[src/rtl/frc_greyscaler.sv]
// FRC dither stage: reduces each colour channel to 1 bit using a frame LFSR
// permuted by a per-pixel spatial hash. Define FRC_FRAME_CHECK_EN to add frame_err.
module frc_greyscaler #(
  parameter int unsigned NUM_CH   = 3,
  parameter int unsigned COMP_W   = 4,
  parameter int unsigned FRC_BITS = 4,
  parameter int unsigned CNT_W    = 10
) (
  input  logic                       clk,
  input  logic                       reset_n,
  input  logic [NUM_CH*COMP_W-1:0]   in_pixel,
  input  logic                       in_valid,
  output logic                       in_ready,
  input  logic                       vsync,
  input  logic [CNT_W-1:0]           cfg_ppl,
  input  logic [CNT_W-1:0]           cfg_lpp,
  input  logic                       cfg_mono,
  input  logic                       cfg_bgr,
  output logic [NUM_CH-1:0]          out_pixel,
  output logic                       out_valid,
  input  logic                       out_ready
`ifdef FRC_FRAME_CHECK_EN
  ,
  output logic                       frame_err
`endif
);

  localparam int unsigned F      = FRC_BITS;
  localparam int unsigned POS_W  = 2 * CNT_W;
  localparam int unsigned NSLICE = (POS_W + F - 1) / F;
  localparam int unsigned ROT_W  = $clog2(F);
  localparam int unsigned SH_W   = ROT_W + 1;
  localparam logic [F-1:0] TAP   = (F == 3) ? F'(3'b011) :
                                   (F == 4) ? F'(4'b0011) : F'(5'b00101);

  logic                       s1_valid;
  logic [NUM_CH-1:0][F-1:0]   s1_comp;
  logic [F-1:0]               s1_thr;
  logic [CNT_W-1:0]           col, row;
  logic [F-1:0]               lfsr;
  logic                       vsync_q;

  logic                       s2_adv, s1_adv, accept, vsync_pedge;
  logic [NUM_CH-1:0][F-1:0]   comp_t;
  logic [NUM_CH-1:0]          res, res_pix;
  logic [NSLICE*F-1:0]        pos_pad;
  logic [F-1:0]               hash, thr, lfsr_nxt;
  logic [ROT_W-1:0]           rot;
  logic [SH_W-1:0]            sh_amt;
  logic [2*F-1:0]             rot_sh;

  assign s2_adv      = !out_valid || out_ready;
  assign s1_adv      = !s1_valid || s2_adv;
  assign in_ready    = s1_adv;
  assign accept      = in_valid && s1_adv;
  assign vsync_pedge = vsync && !vsync_q;
  assign lfsr_nxt    = {lfsr[F-2:0], 1'b0} ^ (lfsr[F-1] ? TAP : '0);

  // Channel reorder/truncation and per-channel threshold compare
  for (genvar c = 0; c < NUM_CH; c++) begin : g_ch
    localparam int unsigned SW = (c == 0) ? NUM_CH - 1 : ((c == NUM_CH - 1) ? 0 : c);
    assign comp_t[c] = cfg_bgr ? in_pixel[SW*COMP_W + COMP_W - F +: F]
                               : in_pixel[c*COMP_W + COMP_W - F +: F];
    assign res[c]    = (s1_comp[c] >= s1_thr);
  end

  assign res_pix = cfg_mono ? {NUM_CH{res[0]}} : res;

  // Spatial hash: XOR-fold of {row,col} into F-bit slices
  assign pos_pad = (NSLICE*F)'({row, col});
  always_comb begin
    hash = '0;
    for (int s = 0; s < NSLICE; s++) hash = hash ^ pos_pad[s*F +: F];
  end

  // Rotate-left by rot: {lfsr,0} >> (F-rot) splits into the two rotation halves
  assign rot    = ROT_W'(32'(hash) % 32'(F));
  assign sh_amt = SH_W'(F) - SH_W'(rot);
  assign rot_sh = {lfsr, {F{1'b0}}} >> sh_amt;
  assign thr    = rot_sh[2*F-1:F] | rot_sh[F-1:0];

  always_ff @(posedge clk or negedge reset_n) begin
    if (!reset_n) begin
      s1_valid  <= 1'b0;
      s1_comp   <= '0;
      s1_thr    <= '0;
      out_valid <= 1'b0;
      out_pixel <= '0;
      col       <= '0;
      row       <= '0;
      lfsr      <= F'(1);
      vsync_q   <= 1'b0;
    end else begin
      vsync_q <= vsync;
      if (s1_adv) s1_valid <= in_valid;
      if (accept) begin
        s1_comp <= comp_t;
        s1_thr  <= thr;
      end
      if (s2_adv) begin
        out_valid <= s1_valid;
        if (s1_valid) out_pixel <= res_pix;
      end
      // Frame re-alignment wins over a same-cycle counter advance
      if (vsync_pedge) begin
        col  <= '0;
        row  <= '0;
        lfsr <= lfsr_nxt;
      end else if (accept) begin
        if (col == cfg_ppl) begin
          col <= '0;
          row <= (row == cfg_lpp) ? '0 : row + CNT_W'(1);
        end else begin
          col <= col + CNT_W'(1);
        end
      end
    end
  end

`ifdef FRC_FRAME_CHECK_EN
  logic wrap_pend;
  logic row_wrap;

  assign row_wrap = accept && (col == cfg_ppl) && (row == cfg_lpp);

  // Sticky error: vsync off-origin, or two frame wraps with no vsync between
  always_ff @(posedge clk or negedge reset_n) begin
    if (!reset_n) begin
      frame_err <= 1'b0;
      wrap_pend <= 1'b0;
    end else if (vsync_pedge) begin
      if ((col != '0) || (row != '0)) frame_err <= 1'b1;
      wrap_pend <= 1'b0;
    end else if (row_wrap) begin
      if (wrap_pend) frame_err <= 1'b1;
      wrap_pend <= 1'b1;
    end
  end
`endif

endmodule

[config.mk]
export PLATFORM = sky130hd
export DESIGN_NAME = frc_greyscaler
export DESIGN_NICKNAME = d
export VERILOG_FILES = /design/src/rtl/frc_greyscaler.sv
export SDC_FILE = /design/constraint.sdc
export NUM_CORES = 1
export LEC_CHECK = 0
export ABC_AREA = 1
export ABC_CLOCK_PERIOD_IN_PS = 1900
export CELL_PAD_IN_SITES_DETAIL_PLACEMENT = 1
export CELL_PAD_IN_SITES_GLOBAL_PLACEMENT = 1
export CORE_UTILIZATION = 30
export DETAILED_ROUTE_END_ITERATION = 8
export PLACE_DENSITY = 0.74
export SLEW_MARGIN = 10
export SYNTH_ARGS = -nofsm -noshare
export SYNTH_HDL_FRONTEND = slang
export SYNTH_SLANG_ARGS = --single-unit
[constraint.sdc]
create_clock -name clk -period 1.9 [get_ports clk]
set_clock_uncertainty 0.2 [all_clocks]
set_input_delay 0.38 -clock clk [delete_from_list [all_inputs] [get_ports clk]]
set_output_delay 0.38 -clock clk [all_outputs]
set_load 0.005 [all_outputs]
## Word-level counts from Yosys, hierarchy flattened

Index checks and enable logic that the tools add are counted.
Widths: inputs -> output; s select.

- Add/sub/neg operators: 3
- $lt $le $gt $ge: 3
- Equality and inequality tests: 2
- Shift-type cells: 1
- Mux-type cells: 11
- Bitwise logic cells: 6
- Reductions and logical operators: 11

Operators with widths:

| kind | number |
|---|---|
| $mux 10 | 7 |
| $add 10x1->10 const B | 2 |
| $eq 10x10->1 | 2 |
| $ge 4x4->1 | 3 |
| $mux 4 | 2 |
| $shr 8x3->8 | 1 |
| $xor 2x2->2 | 4 |
| $or 4x4->4 | 1 |
| $reduce_and 2->1 | 2 |
| $reduce_bool 2->1 | 2 |
| $xor 4x2->4 | 1 |
| $logic_not 1->1 | 3 |
| $mux 3 | 1 |
| $sub 3x2->3 const A | 1 |
| $logic_and 1x1->1 | 2 |
| $logic_or 1x1->1 | 2 |
| $mux 2 | 1 |

- Register bits: 46
- Bits of input ports: 39

## Depth between registers and ports, before layout

- Depth in word-level cells: 7
- Gate-level depth with buffers: 13
- Depth with buffers taken out: 12

## Worst setup path after synthesis

Ideal clock, no wire load.

- Path kind: register to register
- From: reg col[5]
- To: reg col[4]
- Library setup time: 123 ps
- Arrival time: 1347 ps
- Slack: 230 ps
- Stages on the path, launching flop included: 10
- Cells stage by stage: dfrtp_1 buf_6 or2_1 a21oi_2 nand3_2 nand2_1 nand2_2 buf_6 nand2_1 nor2_2

- Longest elaborated chain between the ends: 4

Ends and longest elaborated chain:

| what | RTL line | source |
|---|---|---|
| start: declaration | 39 | `logic [CNT_W-1:0] col, row;` |
| start signal: assignment | 114 | `col <= col + CNT_W'(1);` |
| $eq 10x10->1 | 110 | `if (col == cfg_ppl) begin` |
| $mux 10 | 110 |  |
| $mux 10 | 109 | `end else if (accept) begin` |
| $mux 10 | 105 | `if (vsync_pedge) begin` |

Every way passes these cells. The select of a mux whose other input is x is not followed.
A chain may end at the register's enable or synchronous reset.

## Worst setup path after layout

- From: in out_ready
- To: out in_ready

- Longest elaborated chain between the ends: 2

Ends and longest elaborated chain:

| what | RTL line | source |
|---|---|---|
| start: declaration | 21 | `input logic out_ready` |
| $logic_or 1x1->1 | 52 | `assign s2_adv = !out_valid \|\| out_ready;` |
| $logic_or 1x1->1 | 53 | `assign s1_adv = !s1_valid \|\| s2_adv;` |
| end: declaration | 13 | `output logic in_ready,` |

Every way passes these cells.

==> results.rst <==
.. list-table::
   :header-rows: 1

   * - Metric
     - Value
   * - Sum of overflow across all layers after global routing
     - 0
   * - Yosys cell types
     - 33
   * - Slew @ Worst Pin
     - 0.451 ns
   * - Number of buffers created by CTS
     - 5
   * - Wire length of the first global-routing pass
     - 13.5 mm
   * - Post-synthesis xor/xnor area fraction
     - 8.66%
   * - Tightest slew margin relative to the limit
     - 69.9%
   * - Number of placement rows
     - 36
   * - Status
     - finished clean
   * - Multi-input logic area
     - 1700 um2
   * - Number of max-cap violations
     - 0
   * - Number of cells traversed by the worst register-to-register path
     - 8
   * - Filler cell count
     - 1261
   * - Synth Area in Simple Gates
     - 32.1%
   * - Final setup violating endpoints
     - 0
   * - Final design utilization
     - 40.0%
   * - Number of nets with antenna violations after detailed routing
     - 0
   * - Worst path required time
     - 1.32 ns
   * - Unrepaired setup endpoints after global routing
     - yes
   * - Critical path's largest stage delay
     - 0.41 ns
   * - Area fraction in compound gates after synthesis
     - 7.63%
   * - Proportion of synthesized chip area in sequential cells
     - 38.0%
   * - Worst Setup End Kind
     - primary output
   * - Time the final worst path needs with I/O delays and setup
     - 1.83 ns
   * - Root buf cell
     - sky130_fd_sc_hd__clkbuf_8
   * - Peak supply drop
     - 385 uV
   * - Total number of vias
     - 2850
   * - I/O Pins
     - 44
   * - Cell area after synthesis
     - 3040 um2
   * - Share of the clock period used by the worst path
     - 96.3%
   * - Synthesized netlist net count
     - 473
   * - Adder-cell area share of the yosys netlist
     - 5.77%
   * - Clock latency of the later-clocked register in the worst-skew pair
     - 0.30 ns
   * - Antenna violations before repair
     - 0
   * - Placeable Area
     - 9770 um2
   * - Cell type contributing the most total cell area after synthesis
     - sky130_fd_sc_hd__dfrtp_1
   * - Worst-path fanout max
     - 3
   * - Proportion of synthesized area in mux cells
     - 0%
   * - Syn avg cell area
     - 7.23 um2
   * - Die height
     - 103 um
   * - Cell depth of the worst hold path
     - 2
   * - Leakage power figure
     - 1.89 nW
   * - Maximum number of pins on one net before global-route repair
     - 47
   * - Slew Limit Fails
     - 0
   * - Final nets
     - 534
   * - Highest attainable clock frequency
     - 0.546 GHz
   * - Type of element launching the critical path
     - input port
   * - Layout Area Growth over Synthesis
     - 28.9%
   * - Number of antenna cells inserted
     - 0
   * - Share of final-layout standard cells stronger than drive strength 1
     - 14.1%
   * - Slowest CP cell
     - sky130_fd_sc_hd__clkdlybuf4s50_1
   * - Port Buf Inserts
     - 43
   * - Cells taking the most area after synthesis
     - sky130_fd_sc_hd__dfrtp_1, sky130_fd_sc_hd__nand2_1, sky130_fd_sc_hd__ha_1, sky130_fd_sc_hd__xor2_1, sky130_fd_sc_hd__inv_1
   * - Post-synth top flop
     - sky130_fd_sc_hd__dfrtp_1
   * - Category of the critical setup timing path
     - input port to primary output
   * - Fin. Hold Viols
     - 0
   * - Number of standard cells after synthesis
     - 420
   * - Final Routed Wirelength
     - 7.88 mm
   * - Vias in the first global route
     - 3028
   * - Detailed-route vias per instance
     - 4.63
   * - Share of synthesized registers carrying an async set or reset
     - 100%
   * - Clock tree from TritonCTS
     - built
   * - Cell with the most instances after synthesis
     - sky130_fd_sc_hd__nand2_1
   * - Number of standard cells in the final layout excluding fillers
     - 615
   * - Number of detailed-route iterations in the first pass
     - 4
   * - Class of the most critical hold timing path
     - flip-flop to flip-flop
   * - H-tree levels
     - 2
   * - Die W
     - 103 um
   * - Clk sinks
     - 46
   * - Most numerous cell types in the synthesized netlist
     - sky130_fd_sc_hd__nand2_1, sky130_fd_sc_hd__dfrtp_1, sky130_fd_sc_hd__inv_1
   * - Hpwl dp
     - 6.22 mm
   * - Total power divided by cell area
     - 1090 nW/um2
   * - Clock transition time at the flip-flop clock pins of the worst setup and hold paths
     - 0.09 ns
   * - Flip-flop and latch area
     - 1160 um2
   * - Initial cell density of the core
     - 31.1%
   * - Flip-flop and latch count after synthesis
     - 46
   * - Number of buffers on the longest clock path
     - 2
   * - Count of unresolved DRC violations after routing
     - 0
   * - GRT Total Usage
     - 16.3%
   * - Area of the die
     - 10500 um2
   * - Cell-by-cell listing of the critical path
     - clkdlybuf4s50_1 -> inv_1 -> nand3_2 -> dlygate4sd2_1
   * - Synth Warn #
     - 0
   * - Placed cells
     - 604
   * - Post-synth EDFFs
     - 0
   * - Placer Congestion
     - 0.795
   * - Initial detailed-routing violation count
     - 59
   * - Routed wirelength normalized by instance count
     - 12.8 um
   * - Dominant combinational cell family by area after synthesis
     - simple AND/OR/NAND/NOR gates
   * - Area share of the leading cell type in the synthesized netlist
     - 37.1%
   * - Data arrival time of the worst path
     - 1.25 ns
-- critical path: cells and delay by family --
| kind | cells | cell delay [ns] |
|---|---|---|
| buffers and inverters | 3 | 0.78 |
| and+or+nand+nor | 1 | 0.09 |
-- metrics by stage --
step                      power, mW  instance area, um2  setup TNS, ns  hold slack [ns]  setup slack (ns)
after floorplan                2.90                3040              0           -0.116             0.230
final                          4.28                3910              0            0.293            0.0702
after global placement         3.42                3720          -5.90            0.189            -0.240
after global routing           4.76                3910         -0.109            0.324           -0.0239
after CTS                      4.24                3830              0            0.298            0.0175
after detailed placement       3.57                3720          -7.48            0.190            -0.299
-- cell families after synthesis --
family	Yosys count
XOR/XNOR	30
flip-flops	46
AO/OA/AOI/OAI	41
adder cells (fa/ha/maj)	14
AND/OR/NAND/NOR	234
buffers and inverters	55
-- where the power goes --
part	switching (mW)	leakage (nW)	internal (mW)	total [mW]
sequential	0.292	0.571	1.26	1.56
clock	0.350	0.0472	0.293	0.643
combinational	1.18	1.27	0.905	2.08
-- metal layers --
metal | global-route usage [%] | routed length [um] | part of all wire [%]
met2 | 31.2 | 4100 | 52
met3 | 2.31 | 208 | 2.6
met5 | 0 | 0 | 0
met4 | 3.19 | 39 | 0.50
met1 | 19.3 | 3530 | 45
-- worst paths after layout --
| check | startpoint | endpoint | slack (ns) |
|---|---|---|---|
| min in group asynchronous | reset_n | s1_comp[6] | 0.40 |
| min reg2reg | out_pixel[0] | out_pixel[0] | 0.29 |
| min | out_pixel[0] | out_pixel[0] | 0.29 |
| max | out_ready | in_ready | 0.07 |
| max in group asynchronous | reset_n | lfsr[0] | 0.83 |
| max reg2reg | row[1] | row[7] | 0.15 |
-- sequential cells by signal, indices dropped and copies added, names as in the netlist --
signal / cells
col: 10
lfsr: 4
out_pixel: 3
out_valid: 1
row: 10
s1_comp: 12
s1_thr: 4
s1_valid: 1
vsync_q: 1
-- area by class of cell --
cell class	count	share of cell area, %
clock buffer	6	2.11
clock inverter	2	0.320
inverter	43	4.22
multi-input combinational	319	43.5
sequential	46	29.6
timing repair buffer	66	16.0
tap	133	4.25
-- cells in the final DEF (no fill, tap or decap), drive strengths merged, types with 3 or more instances in the layout --
cell type / n
or2: 7
clkbuf: 6
nand2: 159
xnor2: 12
ha: 14
nand3: 23
o21ai: 26
dfrtp: 45
xor2: 18
buf: 23
a21oi: 11
nor3: 14
inv: 41
nand4: 3
clkdlybuf4s50: 41
nor2: 28
-- what timing repair did --
item / 4_1_cts / 5_1_grt
gates resized for setup: 1 / 25
setup buffers: 0 / 2
endpoints found under the setup margin: 1 / 21
pin swaps: 0 / 2
hold buffers: 1 / 0
hold endpoints to repair: 45 / 0
Power figures use the tool's default switching activity.
